File: config.mk
export PLATFORM = sky130hd
export DESIGN_NAME = cic_comp_fir
export DESIGN_NICKNAME = d
export VERILOG_FILES = /design/src/rtl/cic_comp_fir.sv
export SDC_FILE = /design/constraint.sdc
export NUM_CORES = 1
export LEC_CHECK = 0
export CAP_MARGIN = 10
export CORE_ASPECT_RATIO = 0.7
export CORE_MARGIN = 5
export CORE_UTILIZATION = 33
export DETAILED_ROUTE_END_ITERATION = 6
export PLACE_DENSITY = 0.51
export SLEW_MARGIN = 20
export SYNTH_ARGS = -nofsm -noshare
export SYNTH_HDL_FRONTEND = slang
export SYNTH_SLANG_ARGS = --single-unit
File: constraint.sdc
create_clock -name clk -period 30.8 [get_ports clk]
set_clock_uncertainty 0.15 [all_clocks]
set_input_delay 4.62 -clock clk [delete_from_list [all_inputs] [get_ports clk]]
set_output_delay 4.62 -clock clk [all_outputs]
set_load 0.01 [all_outputs]
File: src/rtl/cic_comp_fir.sv
// CIC droop-compensation FIR: circular delay line, one shared multiplier, one tap per clock.
// Rounded, saturated output; one-deep pending register absorbs arrivals during a MAC pass.
module cic_comp_fir #(
    parameter int DATA_WIDTH  = 16,
    parameter int DATA_FRAC   = 15,
    parameter int COEFF_WIDTH = 16,
    parameter int COEFF_FRAC  = 14,
    parameter int NTAPS       = 7,
    parameter logic [NTAPS*COEFF_WIDTH-1:0] COEFFS = {
        16'shFF00, 16'sh0200, 16'shFC00, 16'sh4600, 16'shFC00, 16'sh0200, 16'shFF00}
) (
    input  logic                  clk,
    input  logic                  rst_n,
    input  logic                  valid_in,
    input  logic [DATA_WIDTH-1:0] fir_in,
    input  logic                  bypass,
    input  logic                  clr_flags,
    output logic [DATA_WIDTH-1:0] fir_out,
    output logic                  valid_out,
    output logic                  overflow,
    output logic                  underflow,
    output logic                  busy,
    output logic                  drop
);
    localparam int PW = DATA_WIDTH + COEFF_WIDTH;
    localparam int AW = PW + $clog2(NTAPS);
    localparam int IW = $clog2(NTAPS);
    localparam logic [IW-1:0] LAST = IW'(NTAPS - 1);
    localparam logic signed [AW:0] SMAX = (AW+1)'(2**(DATA_WIDTH-1) - 1);
    localparam logic signed [AW:0] SMIN = -((AW+1)'(2**(DATA_WIDTH-1)));
    localparam logic signed [AW:0] RND  = (AW+1)'(2**(COEFF_FRAC-1));

    typedef enum logic [1:0] {S_IDLE, S_MAC, S_OUT} state_t;
    state_t r_state, w_nstate;

    logic signed [DATA_WIDTH-1:0] r_line [NTAPS];
    logic [IW-1:0]                r_wptr, r_newest, r_tap;
    logic [DATA_WIDTH-1:0]        r_pend;
    logic                         r_pend_vld;
    logic signed [AW-1:0]         r_acc;

    logic                          w_direct, w_start_idle, w_byp, w_start_pend, w_wr, w_arr;
    logic [DATA_WIDTH-1:0]         w_wr_data;
    logic [IW:0]                   w_rd_wide;
    logic [IW-1:0]                 w_rd_idx;
    logic signed [COEFF_WIDTH-1:0] w_coef;
    logic signed [PW-1:0]          w_prod;
    logic signed [AW:0]            w_rnd, w_shift;
    logic [DATA_WIDTH-1:0]         w_sat;
    logic                          w_hi, w_lo;

    // Bypass is only honoured when nothing is queued behind the MAC.
    assign w_direct     = (r_state == S_IDLE) && !r_pend_vld;
    assign w_start_idle = w_direct && valid_in && !bypass;
    assign w_byp        = w_direct && valid_in && bypass;
    assign w_start_pend = r_pend_vld && (r_state == S_IDLE || r_state == S_OUT);
    assign w_wr         = w_start_idle || w_start_pend;
    assign w_wr_data    = w_start_pend ? r_pend : fir_in;
    assign w_arr        = valid_in && !w_direct;
    assign busy         = (r_state != S_IDLE) || r_pend_vld;

    // x[n-k] lives k slots behind the newest write, modulo NTAPS.
    assign w_rd_wide = (r_newest >= r_tap) ? {1'b0, r_newest} - {1'b0, r_tap}
                                           : {1'b0, r_newest} + (IW+1)'(NTAPS) - {1'b0, r_tap};
    assign w_rd_idx  = w_rd_wide[IW-1:0];
    assign w_coef    = COEFFS[int'(r_tap)*COEFF_WIDTH +: COEFF_WIDTH];
    assign w_prod    = r_line[w_rd_idx] * w_coef;

    assign w_rnd   = {r_acc[AW-1], r_acc} + RND;
    assign w_shift = w_rnd >>> COEFF_FRAC;
    assign w_hi    = w_shift > SMAX;
    assign w_lo    = w_shift < SMIN;
    assign w_sat   = w_hi ? SMAX[DATA_WIDTH-1:0] : w_lo ? SMIN[DATA_WIDTH-1:0]
                          : w_shift[DATA_WIDTH-1:0];

    always_comb begin
        w_nstate = r_state;
        case (r_state)
            S_IDLE:  if (w_wr) w_nstate = S_MAC;
            S_MAC:   if (r_tap == LAST) w_nstate = S_OUT;
            S_OUT:   w_nstate = w_start_pend ? S_MAC : S_IDLE;
            default: w_nstate = S_IDLE;
        endcase
    end

    always_ff @(posedge clk or negedge rst_n) begin
        if (!rst_n) begin
            r_state    <= S_IDLE;
            r_wptr     <= '0;
            r_newest   <= '0;
            r_tap      <= '0;
            r_pend     <= '0;
            r_pend_vld <= 1'b0;
            r_acc      <= '0;
            fir_out    <= '0;
            valid_out  <= 1'b0;
            overflow   <= 1'b0;
            underflow  <= 1'b0;
            drop       <= 1'b0;
            for (int i = 0; i < NTAPS; i++) r_line[i] <= '0;
        end else begin
            r_state <= w_nstate;

            if (w_wr) begin
                r_line[r_wptr] <= w_wr_data;
                r_newest       <= r_wptr;
                r_wptr         <= (r_wptr == LAST) ? '0 : r_wptr + 1'b1;
                r_tap          <= '0;
            end else if (r_state == S_MAC) begin
                r_tap <= r_tap + 1'b1;
            end

            if (r_state == S_MAC)
                r_acc <= (r_tap == '0) ? AW'(w_prod) : r_acc + AW'(w_prod);

            // A slot freed this edge accepts the new arrival; otherwise a full slot drops it.
            if (w_arr && (!r_pend_vld || w_start_pend)) r_pend <= fir_in;
            r_pend_vld <= w_start_pend ? w_arr : (r_pend_vld || w_arr);

            if (w_arr && r_pend_vld && !w_start_pend) drop <= 1'b1;
            else if (clr_flags)                       drop <= 1'b0;

            valid_out <= (r_state == S_OUT) || w_byp;
            overflow  <= (r_state == S_OUT) && w_hi;
            underflow <= (r_state == S_OUT) && w_lo;
            if (r_state == S_OUT) fir_out <= w_sat;
            else if (w_byp)       fir_out <= fir_in;
        end
    end
endmodule

==> results.py <==
metrics = {
    "timing": {
        "finalHoldViolCount": 0,
        "max_slew_margin_pct": 25.1,
        "period_share_pct": 36.0,
        "worstMarginPinSlew_ps": 1090,
        "final.min_clock_period_ps": 11070,
        "setup_ws_ps": 19730,
        "grt_setup_unrepaired": "false",
        "max_freq_ghz": 0.0903,
        "drv_slew": 0,
        "tns_ps": 0,
        "setup_violations": 0,
    },
    "yosys": {
        "synth_cell_types": 73,
        "ys_top_cells_by_area": "dfrtp_1 31%, fa_1 13%, ha_1 10%, nand2_1 5.0%, inv_1 4.4%",
        "synth_xor_area_share_pct": 4.71,
        "async_reset_ff_share_pct": 100,
        "synth-seq-cells": 187,
        "ys_warn_count": 0,
        "ys_seq_area_share_pct": 31.0,
        "synthMuxAreaShare_pct": 6.37,
        "synth_ff_type": "dfrtp_1",
        "post_synth_inst_count": 1637,
        "syn_avg_cell_area_um2": 9.22,
        "synthSimpleGateAreaFrac_pct": 13.9,
        "synth_adder_area_share_pct": 23.3,
        "synth_compound_area_share_pct": 14.4,
        "synth_top_family_by_area": "adder cells",
        "synth_top_area_share_pct": 31.0,
        "syn_nets": 1880,
        "yosysTopAreaCell": "dfrtp_1",
        "syn-cell-area_um2": 15100,
        "synth-edff-count": 0,
    },
    "clocking": {
        "cts_hold_buf": 0,
        "root_buffer": "clkbuf_16",
        "cts_resized": 0,
        "h-tree-depth": 4,
        "clkSinkCount": 187,
        "post_cts_buffers": 0,
        "clock_latency_ps": 460,
        "cts_buffers": 17,
        "clk_pin_slew_ps": 90,
        "cts_tree": "built",
        "clockBufferDepth": 2,
    },
    "layout": {
        "drive_gt1_share_pct": 7.54,
        "nets": 1887,
        "diodes": 0,
        "fillers": 4541,
        "area_delta_synth_final_pct": 11.3,
    },
    "critical_path": {
        "crit_path_start": "r_tap[0]",
        "crit_path_max_fanout": 33,
        "critical_path_class": "reg2reg",
        "cp-end-kind": "register",
        "path_depth": 40,
        "cp_top_family": "adder cells",
        "reg2reg_slack_ps": 19730,
        "cpPeakStageDelay_ps": 570,
        "cpMaxStageDelayCell": "mux4_2",
        "r2r-start": "r_tap[0]",
        "r2r_cells": 40,
        "path_buf_inv": 7,
        "cp.arrival_ps": 11280,
        "startpoint_type": "register",
        "required_ps": 31000,
        "endpoint": "r_acc[34]",
        "reg2reg_to": "r_acc[34]",
    },
    "grt": {
        "antenna_found_initial": 0,
        "grt_pass1_vias": 11400,
        "grt_pass1_wl_um": 63700,
        "gr-total-overflow": 0,
        "track_usage_pct": 16.0,
        "grt_max_degree": 118,
    },
    "die": {
        "start_util_pct": 33.4,
        "ios": 42,
        "rows": 65,
        "fp.dieW_um": 266,
        "core_area_um2": 45100,
        "die_area_um2": 50200,
        "die_y_um": 189,
    },
    "detailed_routing": {
        "dr.pass1.iters": 5,
        "drcViolationCount": 0,
        "routed_wl_um": 39000,
        "wl_per_cell_um": 17.3,
        "ant_nets": 0,
        "drt_first_iter_violations": 729,
        "vias": 11300,
        "viasPerCell": 5.02,
    },
    "hold_path": {
        "hold_class": "reg2reg",
        "hold_start": "r_line[49]",
    },
    "job": {
        "cap_violations": 0,
    },
    "run_status": {
        "status": "completed",
    },
    "place": {
        "hpwl_um": 29400,
        "port_buffers": 41,
        "place.gp.congestion": 0.859,
        "dp_slack_ps": 19730,
    },
}
==> layout by cell type (no fill, tap or decap), drive strengths merged, types with 15 or more instances in the layout <==
cell and count:
o21ai 103, xnor2 61, dfrtp 187, fa 96, a21oi 113, xor2 15, clkbuf 18, mux2 32
mux4 16, nand3 28, buf 19, and2 21, nand2 199, clkdlybuf4s50 40, nor2 152, inv 184
a31oi 24, mux2i 24, ha 126, a21o 23, nor2b 21, a211oi 19
==> cell usage after synthesis, drive strengths merged (6+ instances only) <==
library cell    n
a22oi          12
nor3           12
nand3          28
a31oi          24
mux2i          24
and3           10
buf            13
inv           175
dfrtp         187
a211oi         19
o21bai          7
nand2         199
a21oi         113
xor2           15
o21ai         103
o211ai          6
nand4           6
ha            126
and2           21
xnor2          61
o21a           12
clkbuf         59
nor2          152
fa             96
mux4           16
nor2b          21
a21o           23
mux2           32
==> layer usage <==
layer | track usage, % | part of all wire, % | vias up
met5 | 0 | 0 | -
met4 | 3.48 | 1.2 | 0
met3 | 2.84 | 4.9 | 30
met2 | 22.2 | 39 | 219
met1 | 25.7 | 54 | 5558
li1 | - | - | 5533
==> cells by family (layout without fill, tap and decap cells) <==
kind of cell	Yosys count	in the layout
compound gates	354	354
xor+xnor	76	76
fa+ha+maj	224	224
buf+inv	247	267
flops	187	187
mux	72	72
simple gates	477	477
==> worst reg2reg max path, delay by kind of cell (launching register included) <==
kind	cells	cell delay (ps)
adders and majority gates	9	3900
AOI/OAI and AO/OA	13	2950
and+or+nand+nor	7	1340
buffers and inverters	7	1070
muxes	1	610
xor gates and xnor gates	3	580
DFF	1	340
==> area by class of cell <==
type                       count  area, µm²  area share [%]
clock buffer                  17        425            2.53
clock inverter                15        205            1.22
inverter                     175        657            3.91
multi-input combinational   1203       9490            56.5
sequential                   187       4680            27.9
tap                          603        754            4.49
timing repair buffer          60        577            3.44
==> stage by stage <==
step | cells | cell area (µm²) | hold slack, ps | utilization (%)
2_1_floorplan | 1637 | 15100 | 294 | -
3_3_place_gp | 2227 | 16100 | 307 | 35.7
3_5_place_dp | 2227 | 16100 | 315 | 35.7
4_1_cts | 2259 | 16800 | 333 | 37.1
5_1_grt | 2260 | 16800 | 347 | 37.2
6_report | 2260 | 16800 | 327 | 37.2
==> worst min-delay path by stage <==
stage,to,slack [ps],cells past startpoint
3_5_place_dp,r_line[49],320,2
3_3_place_gp,r_line[60],310,2
2_1_floorplan,r_line[48],290,2
6_report,r_line[49],330,2
4_1_cts,r_line[49],330,2
5_1_grt,r_line[49],350,2
==> state kept, by name, summed over array words and instances, names as in the netlist <==
name,count
r_tap,3
valid_out,1
r_newest,3
r_pend_vld,1
overflow,1
r_state,2
r_pend,16
drop,1
r_wptr,3
underflow,1
r_acc,27
r_line,112
fir_out,16
Power is left out: the tool's default activity adds up to more than one toggle a clock period on the data nets, which glitch-free logic cannot reach.
